$ cat src/rtl/priority_arbiter_n.sv
`default_nettype none
//==============================================================================
// Module      : priority_arbiter_n
// Description : Clocked N-level interrupt priority resolver. It arbitrates
//               requests against the mask and the in-service register, using
//               fixed or rotating priority. It drives the INT/INTA handshake
//               and handles EOI and rotation commands.
// Revision    : 1.0  initial release
//==============================================================================
module priority_arbiter_n #(
    parameter  int N  = 8,
    localparam int LW = $clog2(N)
) (
    input  logic          clock,
    input  logic          reset_n,
    input  logic [N-1:0]  irq_req,
    input  logic [N-1:0]  imr,
    input  logic          special_mask_mode,
    input  logic          auto_rotate,
    input  logic          int_ack,
    input  logic          eoi_cmd,
    input  logic          eoi_specific,
    input  logic          eoi_rotate,
    input  logic [LW-1:0] eoi_level,
    input  logic          set_priority,
    input  logic [LW-1:0] set_priority_level,
    output logic          int_out,
    output logic [LW-1:0] int_vec,
    output logic          int_vec_valid,
    output logic          spurious,
    output logic [N-1:0]  irr_clear,
    output logic [N-1:0]  isr,
    output logic [LW-1:0] lowest_prio
);

    localparam logic [N-1:0]  c_ONE        = N'(1);
    localparam logic [LW-1:0] c_LAST_LEVEL = LW'(N - 1);

    typedef enum logic [1:0] {
        ST_IDLE = 2'd0,
        ST_REQ  = 2'd1,
        ST_ACKD = 2'd2
    } state_t;

    state_t        r_state;
    logic          r_int_out;
    logic [LW-1:0] r_int_vec;
    logic          r_int_vec_valid;
    logic          r_spurious;
    logic [N-1:0]  r_irr_clear;
    logic [N-1:0]  r_isr;
    logic [LW-1:0] r_lowest_prio;

    logic [N-1:0]  w_eligible;
    logic [N-1:0]  w_block;
    logic          w_block_seen;
    logic          w_win_valid;
    logic [LW-1:0] w_win_level;
    logic          w_top_valid;
    logic [LW-1:0] w_top_level;
    logic [LW-1:0] w_lvl;
    logic          w_ack_fire;
    logic [N-1:0]  w_ack_set;
    logic [N-1:0]  w_eoi_clear;
    logic          w_rot_valid;
    logic [LW-1:0] w_rot_level;
    logic          w_sp_valid;

    // Level holding priority rank k (0 = highest) for a given lowest-priority pointer.
    function automatic logic [LW-1:0] level_at(input logic [LW-1:0] lp, input int k);
        int s;
        s = int'(lp) + 1 + k;
        if (s >= N) s = s - N;
        return LW'(s);
    endfunction

    assign w_eligible = irq_req & ~imr & ~r_isr;
    assign w_block    = special_mask_mode ? (r_isr & ~imr) : r_isr;

    // Walk the levels in priority order: first eligible level wins unless a blocking ISR bit comes first.
    always_comb begin
        w_block_seen = 1'b0;
        w_win_valid  = 1'b0;
        w_win_level  = '0;
        w_top_valid  = 1'b0;
        w_top_level  = '0;
        w_lvl        = '0;
        for (int k = 0; k < N; k++) begin
            w_lvl = level_at(r_lowest_prio, k);
            if (!w_block_seen && !w_win_valid) begin
                if (w_eligible[w_lvl]) begin
                    w_win_valid = 1'b1;
                    w_win_level = w_lvl;
                end else if (w_block[w_lvl]) begin
                    w_block_seen = 1'b1;
                end
            end
            if (!w_top_valid && r_isr[w_lvl]) begin
                w_top_valid = 1'b1;
                w_top_level = w_lvl;
            end
        end
    end

    // Ack sets the ISR bit of the sampled winner; a spurious ack sets nothing.
    assign w_ack_fire = (r_state == ST_REQ) && int_ack;
    assign w_ack_set  = (w_ack_fire && w_win_valid) ? (c_ONE << w_win_level) : '0;
    assign w_sp_valid = set_priority && (int'(set_priority_level) < N);

    // Decode the EOI command into an ISR clear mask and an optional rotation target.
    always_comb begin
        w_eoi_clear = '0;
        w_rot_valid = 1'b0;
        w_rot_level = '0;
        if (eoi_cmd) begin
            if (eoi_specific) begin
                if (int'(eoi_level) < N) begin
                    w_eoi_clear = c_ONE << eoi_level;
                    w_rot_valid = eoi_rotate;
                    w_rot_level = eoi_level;
                end
            end else if (w_top_valid) begin
                w_eoi_clear = c_ONE << w_top_level;
                w_rot_valid = eoi_rotate || auto_rotate;
                w_rot_level = w_top_level;
            end
        end
    end

    // ISR and priority pointer; ack set beats EOI clear, set_priority beats rotation.
    always_ff @(posedge clock) begin
        if (!reset_n) begin
            r_isr         <= '0;
            r_lowest_prio <= c_LAST_LEVEL;
        end else begin
            r_isr <= (r_isr & ~w_eoi_clear) | w_ack_set;
            if (w_sp_valid) begin
                r_lowest_prio <= set_priority_level;
            end else if (w_rot_valid) begin
                r_lowest_prio <= w_rot_level;
            end
        end
    end

    // Handshake FSM with registered request, vector and pulse outputs.
    always_ff @(posedge clock) begin
        if (!reset_n) begin
            r_state         <= ST_IDLE;
            r_int_out       <= 1'b0;
            r_int_vec       <= '0;
            r_int_vec_valid <= 1'b0;
            r_spurious      <= 1'b0;
            r_irr_clear     <= '0;
        end else begin
            r_int_vec_valid <= 1'b0;
            r_spurious      <= 1'b0;
            r_irr_clear     <= '0;
            case (r_state)
                ST_IDLE: begin
                    if (w_win_valid) begin
                        r_state   <= ST_REQ;
                        r_int_out <= 1'b1;
                    end
                end
                ST_REQ: begin
                    if (int_ack) begin
                        r_state         <= ST_ACKD;
                        r_int_out       <= 1'b0;
                        r_int_vec_valid <= 1'b1;
                        r_spurious      <= !w_win_valid;
                        r_int_vec       <= w_win_valid ? w_win_level : c_LAST_LEVEL;
                        r_irr_clear     <= w_ack_set;
                    end else if (!w_win_valid) begin
                        r_state   <= ST_IDLE;
                        r_int_out <= 1'b0;
                    end
                end
                ST_ACKD: begin
                    r_state <= ST_IDLE;
                end
                default: begin
                    r_state   <= ST_IDLE;
                    r_int_out <= 1'b0;
                end
            endcase
        end
    end

    assign int_out       = r_int_out;
    assign int_vec       = r_int_vec;
    assign int_vec_valid = r_int_vec_valid;
    assign spurious      = r_spurious;
    assign irr_clear     = r_irr_clear;
    assign isr           = r_isr;
    assign lowest_prio   = r_lowest_prio;

endmodule
`default_nettype wire

$ cat config.mk
export PLATFORM = sky130hd
export DESIGN_NAME = priority_arbiter_n
export DESIGN_NICKNAME = d
export VERILOG_FILES = /design/src/rtl/priority_arbiter_n.sv
export SDC_FILE = /design/constraint.sdc
export NUM_CORES = 1
export LEC_CHECK = 0
export CORE_ASPECT_RATIO = 1.75
export CORE_MARGIN = 8
export CORE_UTILIZATION = 45
export DETAILED_ROUTE_END_ITERATION = 10
export PLACE_DENSITY = 0.69
export SLEW_MARGIN = 20
export SYNTH_ARGS = -nofsm -noshare
export SYNTH_HDL_FRONTEND = slang
export SYNTH_SLANG_ARGS = --single-unit
$ cat constraint.sdc
create_clock -name clock -period 6.1 [get_ports clock]
set_input_delay 1.22 -clock clock [delete_from_list [all_inputs] [get_ports clock]]
set_output_delay 1.22 -clock clock [all_outputs]
set_load 0.02 [all_outputs]
==> impl_results.md <==
* Status: finished, violations left
* Violated checks: design-rule violations
* Total power at roughly 0.00096 W
* Mean post-synth cell area at 8.43 um2
* CP delay by family, top: simple AND/OR/NAND/NOR gates
* Clock sinks at 27
* Largest net degree at the start of global routing at 43
* Buf/Inv on CP at 3
* CP Cell Sequence: inv_1 -> buf_4 -> ha_1 -> buf_4 -> xor2_1 -> mux4_2 -> o211ai_1 -> or4_1 -> or3_1 -> a32oi_2 -> nand2b_1 -> o22ai_1
* Yosys reg bits at 27
* Synthesized area at 3610 um2
* # hold bufs at CTS at 0
* CTS tree: yes
* Hold Fails Final Rpt at 0
* Global-route wire length before repair at a little over 20000 um
* Skew final at 0.00353 ns
* Starting DRT DRC Count at 515
* Slew @ Worst Pin at 0.949 ns
* Final setup fails at 0
* Worst path arrival time at 5.24 ns
* GP Congestion at 0.976
* Fin nets at 503
* Seq/Total Area, Yosys at about 15%
* Commonest cells post-synth: nand2_1 (49), nor2_1 (34), dfxtp_1 (27)
* Syn nets at 461
* DR DRC count at 1
* FMAX at 196 MHz
* Slowest CP cell: ha_1
* DIE AREA at 11300 um2
* Final count of pins violating max slew at 0
* Most frequent CP cell: buf_4
* R2R Path Start: lowest_prio[0]$_SDFFE_PN1P_
* Top cell type's share of synthesized area at 15.0%
* Share of cells above drive strength 1 at 15.6%
* Clock Path Buffers at 2
* Htree depth at 1
* Drt total wl at 12800 um
* Setup TNS at 0 ns
* Power Density at 225 nW/um2
* Critical Path Max Stage Delay at 0.76 ns
* IO Count at 56
* Req. time, crit path at between 6 and 7 ns
* Tmin final at 5.09 ns
* Worst rel slew slack at between 30% and 40%
* RSZ-0062 raised after global routing: no
* Biggest area consumer among synthesized cells: dfxtp_1
* Type of the worst min-delay path: reg -> reg
* DP Cell Count at around 560
* DP Wirelength at between 9000 and 10000 um
* Area after DPL at 4200 um2
* Total grt overflow at 0
* Vias/cell at 7.00
* Hold wc startpoint: r_state[1]$_SDFFE_PN0P_
* Top cells by area, synth: dfxtp_1 (15%), mux4_2 (15%), mux2i_1 (5.5%)
* Core area at just under 8000 um2
* Synth-to-Final Area Change at 18.7%
* DR vias at 3913
* GRT Util Overall at 22.0%
* DIE WIDTH at 83.7 um
* Synth Flop Type: dfxtp_1
* Most frequent cell after synthesis: nand2_1
* Synth async-reset ratio at 0%
* Worst setup path start: lowest_prio[0]$_SDFFE_PN1P_
* Number of flops mapped to enable cells by yosys at 0
* Worst vdd ir at 0.269 mV
* CP Capture Type: flop
* Int Pwr at 0.000521 W
* Post_cts resized at 0
* Final ANT Viol Nets at 0
* Sequential power share at 21.8%
* Clk slew on worst S/H paths at 0.07 ns
* Period utilisation layout at ~83%
* Starting density of the core at between 40% and 50%
* Cell count after synthesis at 428
* CP max FO at 22
* Non-filler cells in the finished layout at around 560
* Logic pwr share at 61.8%
* Die Y at 134 um
* Vias in the first global route at 3951
* Fin area at ~4300 um2
* Synth cell types at 84
* Total of max-cap violations at 0
* Post-CTS Setup Repair Bufs at 0
* Leak Pwr at around 1.5 nW
* Routed WL per cell at roughly 23 um
* Total CTS buffers at 3
* Floorplan row count at 43
* Worst-Skew Late Latency at 0.27 ns
* Sw power at 0.000442 W
* Nature of the critical path startpoint: flop
* Root Buffer: clkbuf_16
* Crit path kind: reg -> reg
* Detailed Routing Iterations Pass 1 at 10
* Antenna diodes at 0
* Port bufs at 55
* Sw Ratio at a little under half
* Fillers at about 730
* Clock power frac at 16.3%
* Antenna violations before repair at 0
* Synth Warn # at 0
-- per-layer routing --
| metal | track usage [%] | share of wire (%) |
|---|---|---|
| met5 | 0 | 0 |
| met4 | 14.6 | 5.5 |
| met3 | 4.46 | 6.4 |
| met2 | 39.1 | 52 |
| met1 | 22.6 | 36 |
-- worst reg2reg max path, delay by kind of cell (launching register included) --
family,cells,cell delay (ns)
adders and majority gates,1,0.76
muxes,1,0.38
and+or+nand+nor,3,1.47
DFF,1,0.33
xor gates and xnor gates,1,0.72
buffers and inverters,3,0.69
AOI/OAI and AO/OA,3,0.60
-- layout make-up --
type / instances / area (um2) / area share (%)
clock buffer: 3 / 75.1 / 1.75
clock inverter: 1 / 7.51 / 0.175
timing repair buffer: 62 / 603 / 14.1
sequential: 27 / 541 / 12.6
tap: 90 / 113 / 2.63
inverter: 14 / 52.6 / 1.23
multi-input combinational: 362 / 2890 / 67.5
-- registers in the layout, summed over array words and instances, names as in the netlist --
register / count
irr_clear: 8
isr: 8
int_vec: 3
lowest_prio: 3
r_state: 2
int_out: 1
int_vec_valid: 1
spurious: 1
-- stage by stage --
step | util [%] | worst slack [ns] | hold WS (ns)
2_1_floorplan | - | 1.31 | 0.448
3_3_place_gp | 53.5 | 1.13 | 0.479
3_5_place_dp | 53.5 | 1.09 | 0.477
4_1_cts | 54.5 | 1.07 | 0.489
5_1_grt | 54.5 | 0.818 | 0.512
6_report | 54.5 | 1.01 | 0.483
-- cells in the final DEF (no fill, tap or decap), types with 4 or more instances in the layout --
| cell | Yosys | final |
|---|---|---|
| a211o_1 | 4 | 4 |
| a21boi_0 | 6 | 6 |
| a21oi_1 | 17 | 17 |
| a22oi_1 | 10 | 10 |
| a31oi_1 | 4 | 4 |
| buf_4 | 2 | 7 |
| clkdlybuf4s50_1 | 0 | 55 |
| dfxtp_1 | 27 | 27 |
| inv_1 | 12 | 12 |
| mux2_2 | 14 | 14 |
| mux2i_1 | 20 | 20 |
| mux4_2 | 24 | 24 |
| nand2_1 | 49 | 49 |
| nand3_1 | 18 | 18 |
| nor2_1 | 34 | 34 |
| nor2b_1 | 5 | 5 |
| nor3_1 | 10 | 10 |
| nor3b_1 | 12 | 12 |
| nor4_1 | 4 | 4 |
| o211ai_1 | 6 | 6 |
| o21a_1 | 4 | 4 |
| o21ai_0 | 10 | 10 |
| o22ai_1 | 6 | 6 |
| o31ai_1 | 5 | 5 |
| or3_1 | 4 | 4 |
| or3b_2 | 6 | 6 |
-- cells by family after synthesis --
kind of cell | count (synthesis) | synth area share [%]
compound gates | 124 | 27.0
xor+xnor | 8 | 2.95
fa+ha+maj | 2 | 0.693
buf+inv | 39 | 4.89
flops | 27 | 15.0
mux | 60 | 25.6
simple gates | 168 | 23.8
-- power groups by stage --
stage	clock [W]	combinational [W]	sequential (W)
after detailed placement	0	0.000583	0.000214
after CTS	0.000160	0.000585	0.000210
after global placement	0	0.000577	0.000214
final	0.000157	0.000596	0.000210
after global routing	0.000169	0.000635	0.000212
after floorplan	0	0.000422	0.000221
-- path summary, 6_finish.rpt --
kind                                   end  slack [ns]  cells past startpoint
setup / recovery         isr[3]$_SDFF_PN0_        1.01                     12
hold / removal    int_vec_valid$_SDFF_PN0_        0.48                      1
setup reg to reg         isr[3]$_SDFF_PN0_        1.01                     12
hold reg to reg   int_vec_valid$_SDFF_PN0_        0.48                      1
Note: power is estimated with default switching activity, not from simulation.
